<file path="config.mk">
export PLATFORM = sky130hd
export DESIGN_NAME = hazard_ctrl
export DESIGN_NICKNAME = d
export VERILOG_FILES = /design/src/rtl/hazard_ctrl.sv
export SDC_FILE = /design/constraint.sdc
export NUM_CORES = 1
export LEC_CHECK = 0
export CORE_UTILIZATION = 50
export CTS_CLUSTER_SIZE = 8
export DETAILED_ROUTE_END_ITERATION = 16
export PLACE_DENSITY = 0.92
export SLEW_MARGIN = 10
export SYNTH_ARGS = -nofsm -noshare
export SYNTH_HDL_FRONTEND = slang
export SYNTH_SLANG_ARGS = --single-unit
</file>
<file path="constraint.sdc">
create_clock -name clk_i -period 3 [get_ports clk_i]
set_clock_uncertainty 0.05 [all_clocks]
set_input_delay 0.45 -clock clk_i [delete_from_list [all_inputs] [get_ports clk_i]]
set_output_delay 0.45 -clock clk_i [all_outputs]
set_load 0.01 [all_outputs]
</file>
<file path="src/rtl/hazard_ctrl.sv">
// Pipeline hazard controller: EX forwarding selects, per-stage enable/bubble control,
// data-memory wait sequencing with a watchdog halt, and saturating event counters.
module hazard_ctrl #(
   parameter int CNT_W   = 16,
   parameter int TIMEOUT = 64
) (
   input  logic             clk_i,
   input  logic             rst_i,
   input  logic [4:0]       rs1_id_i,
   input  logic [4:0]       rs2_id_i,
   input  logic [4:0]       rs1_ex_i,
   input  logic [4:0]       rs2_ex_i,
   input  logic [4:0]       rsW_ex_i,
   input  logic [4:0]       rsW_mem_i,
   input  logic [4:0]       rsW_wb_i,
   input  logic             RegWEn_ex_i,
   input  logic             RegWEn_mem_i,
   input  logic             RegWEn_wb_i,
   input  logic [1:0]       WBSel_ex_i,
   input  logic [1:0]       WBSel_mem_i,
   input  logic             br_ex_i,
   input  logic             taken_ex_i,
   input  logic             pred_taken_ex_i,
   input  logic             mem_req_i,
   input  logic             mem_ready_i,
   output logic [1:0]       Asel_haz_o,
   output logic [1:0]       Bsel_haz_o,
   output logic             pc_en_o,
   output logic             ifid_en_o,
   output logic             ifid_rst_o,
   output logic             idex_en_o,
   output logic             idex_rst_o,
   output logic             exmem_en_o,
   output logic             exmem_rst_o,
   output logic             memwb_en_o,
   output logic             err_o,
   output logic [CNT_W-1:0] stall_cnt_o,
   output logic [CNT_W-1:0] flush_cnt_o,
   output logic [CNT_W-1:0] wait_cnt_o
);

   localparam int WD_W = $clog2(TIMEOUT + 1);

   typedef enum logic [1:0] {RUN, MEM_WAIT, ERR} state_t;

   state_t            state_q, state_d;
   logic [WD_W-1:0]   wdog_q, wdog_d;
   logic [CNT_W-1:0]  stall_cnt_q, flush_cnt_q, wait_cnt_q;
   logic              freeze, halt, mispredict, load_use, stall_app, flush_app;
   logic [1:0]        fwd_sel [2];
   logic [4:0]        rs_ex [2];

   assign rs_ex[0] = rs1_ex_i;
   assign rs_ex[1] = rs2_ex_i;

   // MEM forwards only ALU results; loads and pc4 in MEM arrive later via WB.
   for (genvar gi = 0; gi < 2; gi++) begin : g_fwd
      always_comb begin
         fwd_sel[gi] = 2'b00;
         if (RegWEn_mem_i && rsW_mem_i != 5'd0 && rsW_mem_i == rs_ex[gi] && WBSel_mem_i == 2'b01)
            fwd_sel[gi] = 2'b01;
         else if (RegWEn_wb_i && rsW_wb_i != 5'd0 && rsW_wb_i == rs_ex[gi])
            fwd_sel[gi] = 2'b10;
      end
   end

   assign mispredict = br_ex_i && (taken_ex_i != pred_taken_ex_i);
   assign load_use   = RegWEn_ex_i && rsW_ex_i != 5'd0 && WBSel_ex_i != 2'b01 &&
                       (rsW_ex_i == rs1_id_i || rsW_ex_i == rs2_id_i);

   always_comb begin
      state_d = state_q;
      wdog_d  = wdog_q;
      freeze  = 1'b0;
      halt    = 1'b0;
      case (state_q)
         RUN: begin
            if (mem_req_i && !mem_ready_i) begin
               freeze  = 1'b1;
               state_d = MEM_WAIT;
               wdog_d  = WD_W'(1);
            end
         end
         MEM_WAIT: begin
            if (mem_ready_i) begin
               state_d = RUN;
            end else begin
               freeze = 1'b1;
               if (wdog_q == WD_W'(TIMEOUT - 1))
                  state_d = ERR;
               else
                  wdog_d = wdog_q + WD_W'(1);
            end
         end
         default: halt = 1'b1;
      endcase
   end

   always_comb begin
      stall_app   = 1'b0;
      flush_app   = 1'b0;
      pc_en_o     = 1'b1;
      ifid_en_o   = 1'b1;
      ifid_rst_o  = 1'b0;
      idex_en_o   = 1'b1;
      idex_rst_o  = 1'b0;
      exmem_en_o  = 1'b1;
      exmem_rst_o = 1'b0;
      memwb_en_o  = 1'b1;
      Asel_haz_o  = rst_i ? 2'b00 : fwd_sel[0];
      Bsel_haz_o  = rst_i ? 2'b00 : fwd_sel[1];
      if (rst_i || halt || freeze) begin
         pc_en_o    = 1'b0;
         ifid_en_o  = 1'b0;
         idex_en_o  = 1'b0;
         exmem_en_o = 1'b0;
         memwb_en_o = 1'b0;
      end else if (mispredict) begin
         flush_app  = 1'b1;
         ifid_rst_o = 1'b1;
         idex_rst_o = 1'b1;
      end else if (load_use) begin
         stall_app  = 1'b1;
         pc_en_o    = 1'b0;
         ifid_en_o  = 1'b0;
         idex_rst_o = 1'b1;
      end
   end

   always_ff @(posedge clk_i) begin
      if (rst_i) begin
         state_q     <= RUN;
         wdog_q      <= '0;
         stall_cnt_q <= '0;
         flush_cnt_q <= '0;
         wait_cnt_q  <= '0;
      end else begin
         state_q <= state_d;
         wdog_q  <= wdog_d;
         if (stall_app && !(&stall_cnt_q)) stall_cnt_q <= stall_cnt_q + CNT_W'(1);
         if (flush_app && !(&flush_cnt_q)) flush_cnt_q <= flush_cnt_q + CNT_W'(1);
         if (freeze && !(&wait_cnt_q))     wait_cnt_q  <= wait_cnt_q + CNT_W'(1);
      end
   end

   assign err_o       = (state_q == ERR);
   assign stall_cnt_o = stall_cnt_q;
   assign flush_cnt_o = flush_cnt_q;
   assign wait_cnt_o  = wait_cnt_q;

endmodule

</file>
==> impl_metrics.csv <==
group,metric,value,unit
run_status,status,"finished clean",
synth,synthFlopType,"dfxtp_1",
synth,syn_area,3260,µm²
global_route,antenna_found_initial,0,
worst_setup_path,cp_common_cell,"clkdlybuf4s50_1",
synth,synthTopCellsByArea,"dfxtp_1, xnor2_1, xor2_1",
clocking,cts.sink_count,57,
synth,synth_xor_area_frac,0.158,
routing,wl_per_cell,14.7,µm
clocking,postCtsSetupBuffers,0,
routing,wl,8.67,mm
floorplan,io_pins,110,
global_route,grt_max_degree,64,
placed_design,numPlacedInstances,575,
synth,synth_edf_count,0,
floorplan,rows,29,
global_route,grt_pass1_vias,3025,
synth,syn_nets,449,
worst_setup_path,path_cells,"clkdlybuf4s50_1 -> or4_1 -> nor2_1 -> nor3b_2 -> nand4_1 -> nor4b_2 -> clkdlybuf4s50_1",
synth,yosys.area_share.adder,0.0153,
sta,hold_viol_final,0,
synth,post_synth_mux_area_share,0.0372,
sta,period_needed,2930,ps
global_route,gr-usage-all-layers,0.254,
worst_hold_path,hold_class,"flop to flop",
synth,ys_ff_latch,57,
sta,slew_violations,0,
sta,slew_headroom,0.599,
sta,grt_setup_unrepaired,"false",
synth,synth_top_area_share,0.350,
clocking,cts_root_buf,"clkbuf_8",
floorplan,initial_core_util,0.516,
placed_design,dp_hpwl,6.40,mm
worst_setup_path,cp_top_family,"buffers and inverters",
placed_design,io_buffers,108,
layout,final_common_cell,"clkdlybuf4s50_1",
routing,drt_first_pass_iters,5,
layout,antenna_cells,0,
placed_design,place_congestion,0.842,
clocking,cts_max_level,3,
synth,seq_area_frac_synth,0.350,
synth,synthSimpleGateAreaFrac,0.309,
synth,synth_cells,396,
worst_setup_path,r2r_slack,790,ps
synth,syn_area_per_cell,8.23,µm²
pwr,leakage,1.68,nW
routing,vias_per_cell,5.54,
sta,fmax,342,MHz
sta,finalSetupViolations,0,
worst_setup_path,cp.required,2500,ps
clocking,holdBufCountCts,0,
clocking,cts.clk_slew.worst_paths,60,ps
clocking,clk_latency,330,ps
worst_setup_path,cp.arrival,2430,ps
pwr,power,1.80,mW
synth,synth-compound-area-share,0.0909,
worst_setup_path,slowest_delay,590,ps
layout,area_growth,43.6,%
global_route,grt_first_pass_wirelength,13.2,mm
layout,fillers,446,
layout,nets,562,
routing,vias,3273,
floorplan,dieArea,6850,µm²
run,max_cap_viol_count,0,
clocking,cts_tree,"done",
sta,worst_pin_slew,596,ps
synth,synth_top_area_cell,"dfxtp_1",
pwr,peakVddDrop,0.307,mV
worst_setup_path,critPathBufInv,2,
worst_setup_path,crit_slowest_cell,"clkdlybuf4s50_1",
layout,drive_above_1_share,0.0934,
pwr,power_density,384,nW/µm²
global_route,gr-total-overflow,0,
routing,ant_nets,0,
worst_setup_path,worstSetupStartpointType,"input port",
synth,synthArstFlopShare,0,
clocking,numCtsBuffers,9,
clocking,max-clock-path-buffers,2,
routing,drc_errors,0,
routing,drt_iter0_drc,196,
worst_setup_path,path_class,"input port to output pin",
floorplan,core_area,6310,µm²
layout,layout.cells.non_filler,591,
synth,synth.distinct_cells,52,
synth,synth_top_family_by_area,"simple AND/OR/NAND/NOR gates",
floorplan,die-height,82.8,µm
sta,period_share,0.975,
worst_setup_path,endpoint_kind,"output pin",
clocking,ctsResizeCount,5,
synth,yosys_warnings,0,
layout,final_cell_mix,"clkdlybuf4s50_1, nor2_1, dfxtp_1, xnor2_1, xor2_1",
floorplan,die_x,82.8,µm
worst_setup_path,worstPathMaxFanout,3,
final timing paths:
check | startpoint | endpoint | cells past startpoint
worst min-delay path | wdog_q[6] | wdog_q[6] | 1
worst min register to register | wdog_q[6] | wdog_q[6] | 1
worst max register to register | stall_cnt_o[0] | stall_cnt_o[5] | 7
worst max-delay path | rsW_wb_i[1] | Bsel_haz_o[1] | 7
kinds of logic (layout without fill, tap and decap cells):
kind of cell / after synthesis / count (layout)
adders and majority gates: 4 / 4
DFF: 57 / 57
xor gates and xnor gates: 59 / 59
muxes: 11 / 11
and+or+nand+nor: 195 / 195
other: 1 / 1
buffers and inverters: 26 / 144
AOI/OAI and AO/OA: 43 / 43
layout make-up:
class,count,area [µm²],area share
multi-input combinational,313,2020,0.431
timing repair buffer,117,1160,0.247
sequential,57,1140,0.244
clock buffer,11,151,0.0323
tap,77,96.3,0.0206
clock inverter,5,77.6,0.0166
inverter,11,41.3,0.00882
synthesized netlist by cell type (2+ instances only):
cell type / count
a21oi_1: 15
and2_1: 3
and3_1: 5
and4_1: 4
buf_2: 2
buf_4: 4
clkbuf_1: 7
dfxtp_1: 57
ha_1: 4
inv_1: 11
mux2_2: 5
mux2i_1: 5
nand2_1: 26
nand2b_1: 3
nand3_1: 24
nand3b_1: 2
nand4_1: 20
nor2_1: 59
nor2_2: 3
nor2b_1: 8
nor3_1: 13
nor4_1: 4
nor4b_1: 2
o2111a_1: 2
o21a_1: 3
o21ai_0: 11
o31ai_1: 2
or3_1: 8
or4_1: 4
xnor2_1: 32
xor2_1: 27
stage by stage:
step	util	TNS [ps]	worst slack, ps	hold WS (ps)	cell area (µm²)
2_1_floorplan	-	0	653	378	3260
3_3_place_gp	0.702	-21.8	-11.2	383	4430
3_5_place_dp	0.702	-228	-84.7	393	4430
4_1_cts	0.740	0	7.64	402	4670
5_1_grt	0.742	0	25.2	410	4680
6_report	0.742	0	74.5	399	4680
power by group:
| group | leakage (nW) | internal (mW) | switching [mW] | total (mW) |
|---|---|---|---|---|
| combinational | 1.10 | 0.122 | 0.0992 | 0.221 |
| clock | 0.115 | 0.510 | 0.300 | 0.810 |
| sequential | 0.460 | 0.762 | 0.00705 | 0.769 |
flip-flops by register name, indices dropped and copies added (netlist names):
register,cells
wdog_q,7
wait_cnt_o,16
flush_cnt_o,16
stall_cnt_o,16
state_q,2
worst register-to-register path: stages, from the launching register on:
cell      delay [ps]
dfxtp_1          410
ha_1             190
inv_1             70
nor3_1           390
nand2_1          160
o211ai_4         440
nor3_1           100
mux2_2           290
routing by layer:
metal	wire (µm)	vias to the layer above	GRT usage
met2	4230	128	0.457
met4	218	0	0.129
li1	-	1612	-
met3	605	23	0.0451
met1	3610	1510	0.285
met5	0	-	0
No activity file was read; power rests on OpenSTA's default activity.
